## config.mk

```make
export PLATFORM = sky130hd
export DESIGN_NAME = mux8_onehot16
export DESIGN_NICKNAME = d
export VERILOG_FILES = /design/src/rtl/mux8b16_pkg.sv /design/src/rtl/mux8_onehot16_onehot_check.sv /design/src/rtl/mux8_onehot16.sv
export SDC_FILE = /design/constraint.sdc
export NUM_CORES = 1
export LEC_CHECK = 0
export BUFFER_PORTS_ARGS = -buffer_cell sky130_fd_sc_hd__buf_4
export CAP_MARGIN = 20
export CORE_MARGIN = 1
export CORE_UTILIZATION = 29
export DETAILED_ROUTE_END_ITERATION = 8
export GPL_ROUTABILITY_DRIVEN = 0
export PLACE_DENSITY = 0.78
export SKIP_CTS_REPAIR_TIMING = 1
export SLEW_MARGIN = 20
export SYNTH_ARGS = -nofsm -noshare
export SYNTH_HDL_FRONTEND = slang
export SYNTH_SLANG_ARGS = --single-unit
```

## constraint.sdc

```tcl
create_clock -name CLK -period 0.8 [get_ports CLK]
set_input_delay 0.04 -clock CLK [delete_from_list [all_inputs] [get_ports CLK]]
set_output_delay 0.04 -clock CLK [all_outputs]
set_load 0.05 [all_outputs]
```

## src/rtl/mux8b16_pkg.sv

```systemverilog
// mux8b16_pkg: shared constants and types for the registered one-hot 8:1 selector
package mux8b16_pkg;
    localparam int WIDTH_DEFAULT = 16;
    localparam logic [7:0] SEL_A = 8'h01;
    localparam logic [7:0] SEL_B = 8'h02;
    localparam logic [7:0] SEL_C = 8'h04;
    localparam logic [7:0] SEL_D = 8'h08;
    localparam logic [7:0] SEL_E = 8'h10;
    localparam logic [7:0] SEL_F = 8'h20;
    localparam logic [7:0] SEL_G = 8'h40;
    localparam logic [7:0] SEL_H = 8'h80;
    typedef logic [WIDTH_DEFAULT-1:0] data_t;
    typedef logic [7:0] sel_t;
endpackage

```

## src/rtl/mux8_onehot16_onehot_check.sv

```systemverilog
// onehot_check: flags whether an 8-bit select has exactly one bit set
module onehot_check
    import mux8b16_pkg::*;
(
    input  sel_t s,
    output logic is_onehot
);
    // clearing the lowest set bit leaves zero only for powers of two
    always_comb is_onehot = (s != 8'd0) && ((s & (s - 8'd1)) == 8'd0);
endmodule

```

## src/rtl/mux8_onehot16.sv

```systemverilog
// mux8_onehot16: registered 8-way AND-OR selector with a not-one-hot status flag
module mux8_onehot16
    import mux8b16_pkg::*;
#(
    parameter int WIDTH  = WIDTH_DEFAULT,
    parameter int NUM_IN = 8
) (
    input  logic             CLK,
    input  logic             RESET_N,
    input  sel_t             S,
    input  logic [WIDTH-1:0] A,
    input  logic [WIDTH-1:0] B,
    input  logic [WIDTH-1:0] C,
    input  logic [WIDTH-1:0] D,
    input  logic [WIDTH-1:0] E,
    input  logic [WIDTH-1:0] F,
    input  logic [WIDTH-1:0] G,
    input  logic [WIDTH-1:0] H,
    output logic [WIDTH-1:0] O,
    output logic             SEL_ERR
);
    logic [WIDTH-1:0] ins [NUM_IN];
    logic [WIDTH-1:0] o_next;
    logic             is_onehot;

    assign ins = '{A, B, C, D, E, F, G, H};

    onehot_check u_check (
        .s        (S),
        .is_onehot(is_onehot)
    );

    // gate each input by its select bit and OR; multi-hot selects merge, no priority
    always_comb begin
        o_next = '0;
        for (int i = 0; i < NUM_IN; i++)
            o_next = o_next | ({WIDTH{S[i]}} & ins[i]);
    end

    // capture data and its status together so the flag describes the O it accompanies
    always_ff @(posedge CLK or negedge RESET_N) begin
        if (!RESET_N) begin
            O       <= '0;
            SEL_ERR <= 1'b0;
        end else begin
            O       <= o_next;
            SEL_ERR <= ~is_onehot;
        end
    end
endmodule

```

==> results.cfg, run 1 <==
[global_route]
grt-ovfl-total = 0
grt_max_degree = 20
antenna_found_initial = 0
grt_pass1_wl_um = 8720
first_global_vias = 1862
track_usage_pct = 26.5

[worst_setup_path]
path_class = reg2out
required_ns = 0.76
crit_path_start_kind = flip-flop
end_kind = output port
path_depth = 1
critPathSlowestCell = dfrtp_1
critPathBufInv = 1
path_max_fanout = 1
crit_family = flip-flops
path_cells = buf_6
startpoint = SEL_ERR$_DFF_PN0_
arrival_ns = 0.82
cpPeakStageDelay_ns = 0.40

[power_and_ir_drop]
irDropWorstVdd_v = 0.000575
p_sw_share_pct = 30.8
p_int_mw = 1.99
clkPwrFrac_pct = 23.3
leakage_nw = 1.24
p_seq_share_pct = 32.2
pwr-share-comb_pct = 44.5
p_total_mw = 2.87
p_sw_mw = 0.882
p_per_area_mw_per_mm2 = 1100

[cts]
cts_tree = done
cts_buffers = 3
clkTransAtPathRegs_ns = 0.07
clockBufferDepth = 2
cts_root_buffer = clkbuf_8
cts_max_level = 1
clock-sinks = 17

[floorplanning]
fp.dieW_um = 66.2
num_rows = 22
pin_count = 155
die-area_sq_mm = 0.00439
core_area_sq_mm = 0.00380
die-height_um = 66.2
start_util_pct = 31.5

[placement]
hpwl_um = 4700
portBuffers = 154
place_area_sq_mm = 0.00249
dp_slack_ns = -0.187

[layout]
finalInstanceArea_sq_mm = 0.00261
nets = 425
synthToLayoutAreaGrowth_pct = 118
drive_gt1_share_pct = 60.8
n_antenna_cell = 0

[yosys]
yosys_register_bits = 17
synth_edf_count = 0
synthTopCellsByArea = a22oi_1, dfrtp_1, nand4_1
synth_nets = 265
syn-cell-area_sq_mm = 0.00120
syn_inst = 127
async_flop_share_pct = 100
synth_most_common_cell = a22oi_1
synth_ff_type = dfrtp_1
yosysTopAreaCellShare_pct = 40.2
yosysTopAreaCell = a22oi_1
synth_cell_types = 12
yosys_warnings = 0
ys_seq_area_share_pct = 35.6
avgSynthCellArea_sq_um = 9.42
synthTopCellsByCount = a22oi_1, dfrtp_1, nand4_1, buf_2

[timing]
finalSetupTns_ns = -0.326
clock.fmax_mhz = 1160
period_share_pct = 107
min_period_ns = 0.860
slew_headroom_pct = 77.4
grt_setup_unrepaired = yes
setup_viol = 17
slew_violations = 0
tightest_slew_ns = 0.336
hold_viol_final = 0
final.setup.worst_slack_ns = -0.0596

[job]
max-cap-violations = 0

[min_path]
hp-class = in2reg
worstHoldStart = D[6]
holdPathStages = 3
hold_path_end = O[6]$_DFF_PN0_

[route]
drtPass1Iterations = 5
routed_wl_um = 5920
drtAntennaViolNets = 0
route.vias.total = 1851
drtIter0Drc = 97
drt-wirelength-per-cell_um = 17.7
drc_errors = 0
viasPerCell = 5.54

[outcome]
outcome = finished, violations left
violations = setup timing
-- worst max path at each step --
stage / endpoint / slack (ns)
floorplan: SEL_ERR$_DFF_PN0_ / -0.07
global placement: SEL_ERR$_DFF_PN0_ / -0.12
detailed placement: SEL_ERR$_DFF_PN0_ / -0.19
CTS: SEL_ERR / -0.07
global route: SEL_ERR / -0.06
finish: SEL_ERR / -0.06
-- cell families after synthesis --
logic type	after synthesis	synth area share (%)
AO/OA/AOI/OAI	66	41.4
AND/OR/NAND/NOR	28	15.6
flip-flops	17	35.6
buffers and inverters	16	7.43
-- sequential cells by signal, summed over array words and instances (netlist names) --
register  count
O            16
SEL_ERR       1
-- layout by cell type (no fill, tap or decap), types with 2 or more instances in the layout --
cell type | Yosys | layout
nand4b_1 | 4 | 4
nand4_1 | 17 | 17
clkbuf_8 | 0 | 3
a211oi_1 | 2 | 2
buf_4 | 1 | 149
dfrtp_1 | 17 | 17
buf_6 | 1 | 17
nor2_1 | 4 | 4
buf_12 | 0 | 4
a22oi_1 | 64 | 64
-- metal layers --
layer  track usage (%)  wire, um  vias up  part of all wire, %
met5                 0         0        -                    0
met4              9.57       112        0                  1.9
met3              4.31       480       10                  8.1
met2              50.0      3120      100                   53
met1              29.3      2210      879                   37
li1                  -         -      862                    -
-- through the flow --
step | utilization [%] | instances | hold WS (ns)
after global placement | 65.6 | 329 | -0.0799
final | 68.8 | 334 | 0.00690
after floorplan | - | 127 | -0.256
after detailed placement | 65.6 | 329 | -0.0721
after global routing | 68.8 | 334 | 0.0235
after CTS | 66.8 | 333 | -0.344
-- power by group through the flow --
stage	clock [mW]	combinational [mW]	sequential (mW)
final	0.667	1.28	0.924
after global routing	0.704	1.36	0.928
after CTS	0.672	1.24	0.915
after detailed placement	0	1.24	0.931
after global placement	0	1.23	0.931
after floorplan	0	0.326	1.10
-- final cells by class --
cell class,count,area (sq um)
repair buffers,171,1400
clock buffers,4,45.0
fillers,324,1190
flip-flops and latches,17,425
multi-input cells,94,682
well taps,48,60.1
(Power assumes the default switching activity.)
==> run 2, diff against run 1 <==
--- a/config.mk
+++ b/config.mk
@@ -5,13 +5,14 @@
 export SDC_FILE = /design/constraint.sdc
 export NUM_CORES = 1
 export LEC_CHECK = 0
+export ABC_AREA = 1
 export BUFFER_PORTS_ARGS = -buffer_cell sky130_fd_sc_hd__buf_4
 export CAP_MARGIN = 20
 export CORE_MARGIN = 1
-export CORE_UTILIZATION = 29
+export CORE_UTILIZATION = 32
 export DETAILED_ROUTE_END_ITERATION = 8
 export GPL_ROUTABILITY_DRIVEN = 0
-export PLACE_DENSITY = 0.78
+export PLACE_DENSITY = 0.77
 export SKIP_CTS_REPAIR_TIMING = 1
 export SLEW_MARGIN = 20
 export SYNTH_ARGS = -nofsm -noshare
==> results.cfg, run 2 <==
[outcome]
outcome = finished, violations left
violations = DRC, setup timing

[placement]
hpwl_um = 4750
place_area_sq_mm = 0.00259
portBuffers = 154

[layout]
largest_reg_flops = 16
most-common-layout-cells = nand2_1, buf_4, nand3_1
synthToLayoutAreaGrowth_pct = 80.3
drive_gt1_share_pct = 41.8
n_antenna_cell = 0
nets = 534
largestRegisters = O (16), SEL_ERR (1)
top_register = O
finalInstanceArea_sq_mm = 0.00271
nFillCells = 423
final_core_utilization_pct = 61.0

[yosys]
synthTopCellsByArea = nand2_1, dfrtp_1, buf_6
syn_inst = 249
synth_ff_type = dfrtp_1
yosys_register_bits = 17
synth_nets = 387
yosys_warnings = 0
yosysTopAreaCellShare_pct = 35.0
avgSynthCellArea_sq_um = 6.03
synthTopCellsByCount = nand2_1, nand3_1, dfrtp_1, nor2_1, buf_6
syn-cell-area_sq_mm = 0.00150
synth_edf_count = 0
async_flop_share_pct = 100
synth_cell_types = 16
ys_seq_area_share_pct = 28.3
yosysTopAreaCell = nand2_1
synth_most_common_cell = nand2_1

[floorplanning]
start_util_pct = 33.8
fp.dieW_um = 70.5
die-height_um = 70.5
core_area_sq_mm = 0.00444
num_rows = 24
pin_count = 155
die-area_sq_mm = 0.00497

[cts]
clock-sinks = 17
cts_buffers = 3
cts_max_level = 1
clkTransAtPathRegs_ns = 0.07
cts_root_buffer = clkbuf_8
cts_tree = done
clockBufferDepth = 2

[timing]
final.setup.worst_slack_ns = -0.0426
slew_headroom_pct = 84.8
finalSetupTns_ns = -0.300
clock.fmax_mhz = 1190
min_period_ns = 0.843
slew_violations = 0
period_share_pct = 105
grt_setup_unrepaired = yes
tightest_slew_ns = 0.228
setup_viol = 17
hold_viol_final = 0

[route]
route.vias.total = 2116
drc_errors = 17
routed_wl_um = 5800
drtIter0Drc = 147
drtAntennaViolNets = 0
drtPass1Iterations = 8
drt-wirelength-per-cell_um = 13.0
viasPerCell = 4.73

[global_route]
top_usage_layer = met2
track_usage_pct = 22.8
grt-ovfl-total = 0
grt_pass1_wl_um = 9040
antenna_found_initial = 0
grtUsageMet3_pct = 3.32
groute.layer.met2.usage_pct = 38.9
grt_max_degree = 20
use_met1_pct = 29.8
first_global_vias = 1999

[worst_setup_path]
critPathSlowestCell = dfrtp_1
crit_family = flip-flops
arrival_ns = 0.80
path_cells = buf_6
critPathBufInv = 1
cpPeakStageDelay_ns = 0.39
required_ns = 0.76
path_max_fanout = 1
end_kind = output port
path_class = reg2out
crit_path_start_kind = flip-flop

[power_and_ir_drop]
leakage_nw = 1.48
clkPwrFrac_pct = 22.4
irDropWorstVdd_v = 0.000458
p_per_area_mw_per_mm2 = 1050
p_sw_mw = 0.914
pwr-share-comb_pct = 45.0
p_seq_share_pct = 32.7
p_sw_share_pct = 32.3
p_int_mw = 1.92

[min_path]
hp-class = in2reg

[job]
max-cap-violations = 0
[run 2: kinds of logic (layout without fill, tap and decap cells)]
group                  after synthesis  in the layout  synth area share [%]
AO/OA/AOI/OAI                       13             13                  5.33
buffers and inverters               25            171                  12.7
flip-flops                          17             17                  28.3
AND/OR/NAND/NOR                    194            194                  53.6
[run 2: path summary, 6_finish.rpt]
check | depth (start not counted) | end | from | slack, ns
worst min-delay path | 3 | O[12]$_DFF_PN0_ | B[12] | 0.002
min in group asynchronous | 2 | O[1]$_DFF_PN0_ | RESET_N | 0.19
max in group asynchronous | 2 | O[2]$_DFF_PN0_ | RESET_N | 0.41
worst max-delay path | 1 | O[11] | O[11]$_DFF_PN0_ | -0.04
[run 2: per-layer routing]
metal,share of wire (%),vias to the layer above
met1,43,943
li1,-,1077
met5,0,-
met4,1.1,0
met2,49,90
met3,7.3,6
[run 2: power groups by stage]
stage / Clock, mW / Combinational (mW) / Sequential [mW]
2_1_floorplan: 0 / 0.434 / 1.09
3_3_place_gp: 0 / 1.23 / 0.932
3_5_place_dp: 0 / 1.24 / 0.933
4_1_cts: 0.645 / 1.24 / 0.916
5_1_grt: 0.677 / 1.39 / 0.927
6_report: 0.633 / 1.27 / 0.925
[run 2: cell type report]
| class | count | area [sq um] | area share, % |
|---|---|---|---|
| Tap cell | 52 | 65.1 | 2.40 |
| Timing Repair Buffer | 158 | 1250 | 46.2 |
| Multi-Input combinational cell | 207 | 886 | 32.7 |
| Sequential cell | 17 | 425 | 15.7 |
| Clock inverter | 1 | 5.00 | 0.185 |
| Clock buffer | 3 | 41.3 | 1.52 |
| Inverter | 9 | 33.8 | 1.25 |
[run 2: metrics by stage]
stage | worst slack [ns] | std cells | hold slack (ns) | power, mW
floorplan | 0.132 | 249 | -0.256 | 1.53
global placement | -0.0169 | 442 | -0.0868 | 2.16
detailed placement | -0.0431 | 442 | -0.0854 | 2.17
CTS | -0.0667 | 446 | -0.353 | 2.81
global route | -0.0687 | 447 | 0.00807 | 2.99
finish | -0.0426 | 447 | 0.00196 | 2.83
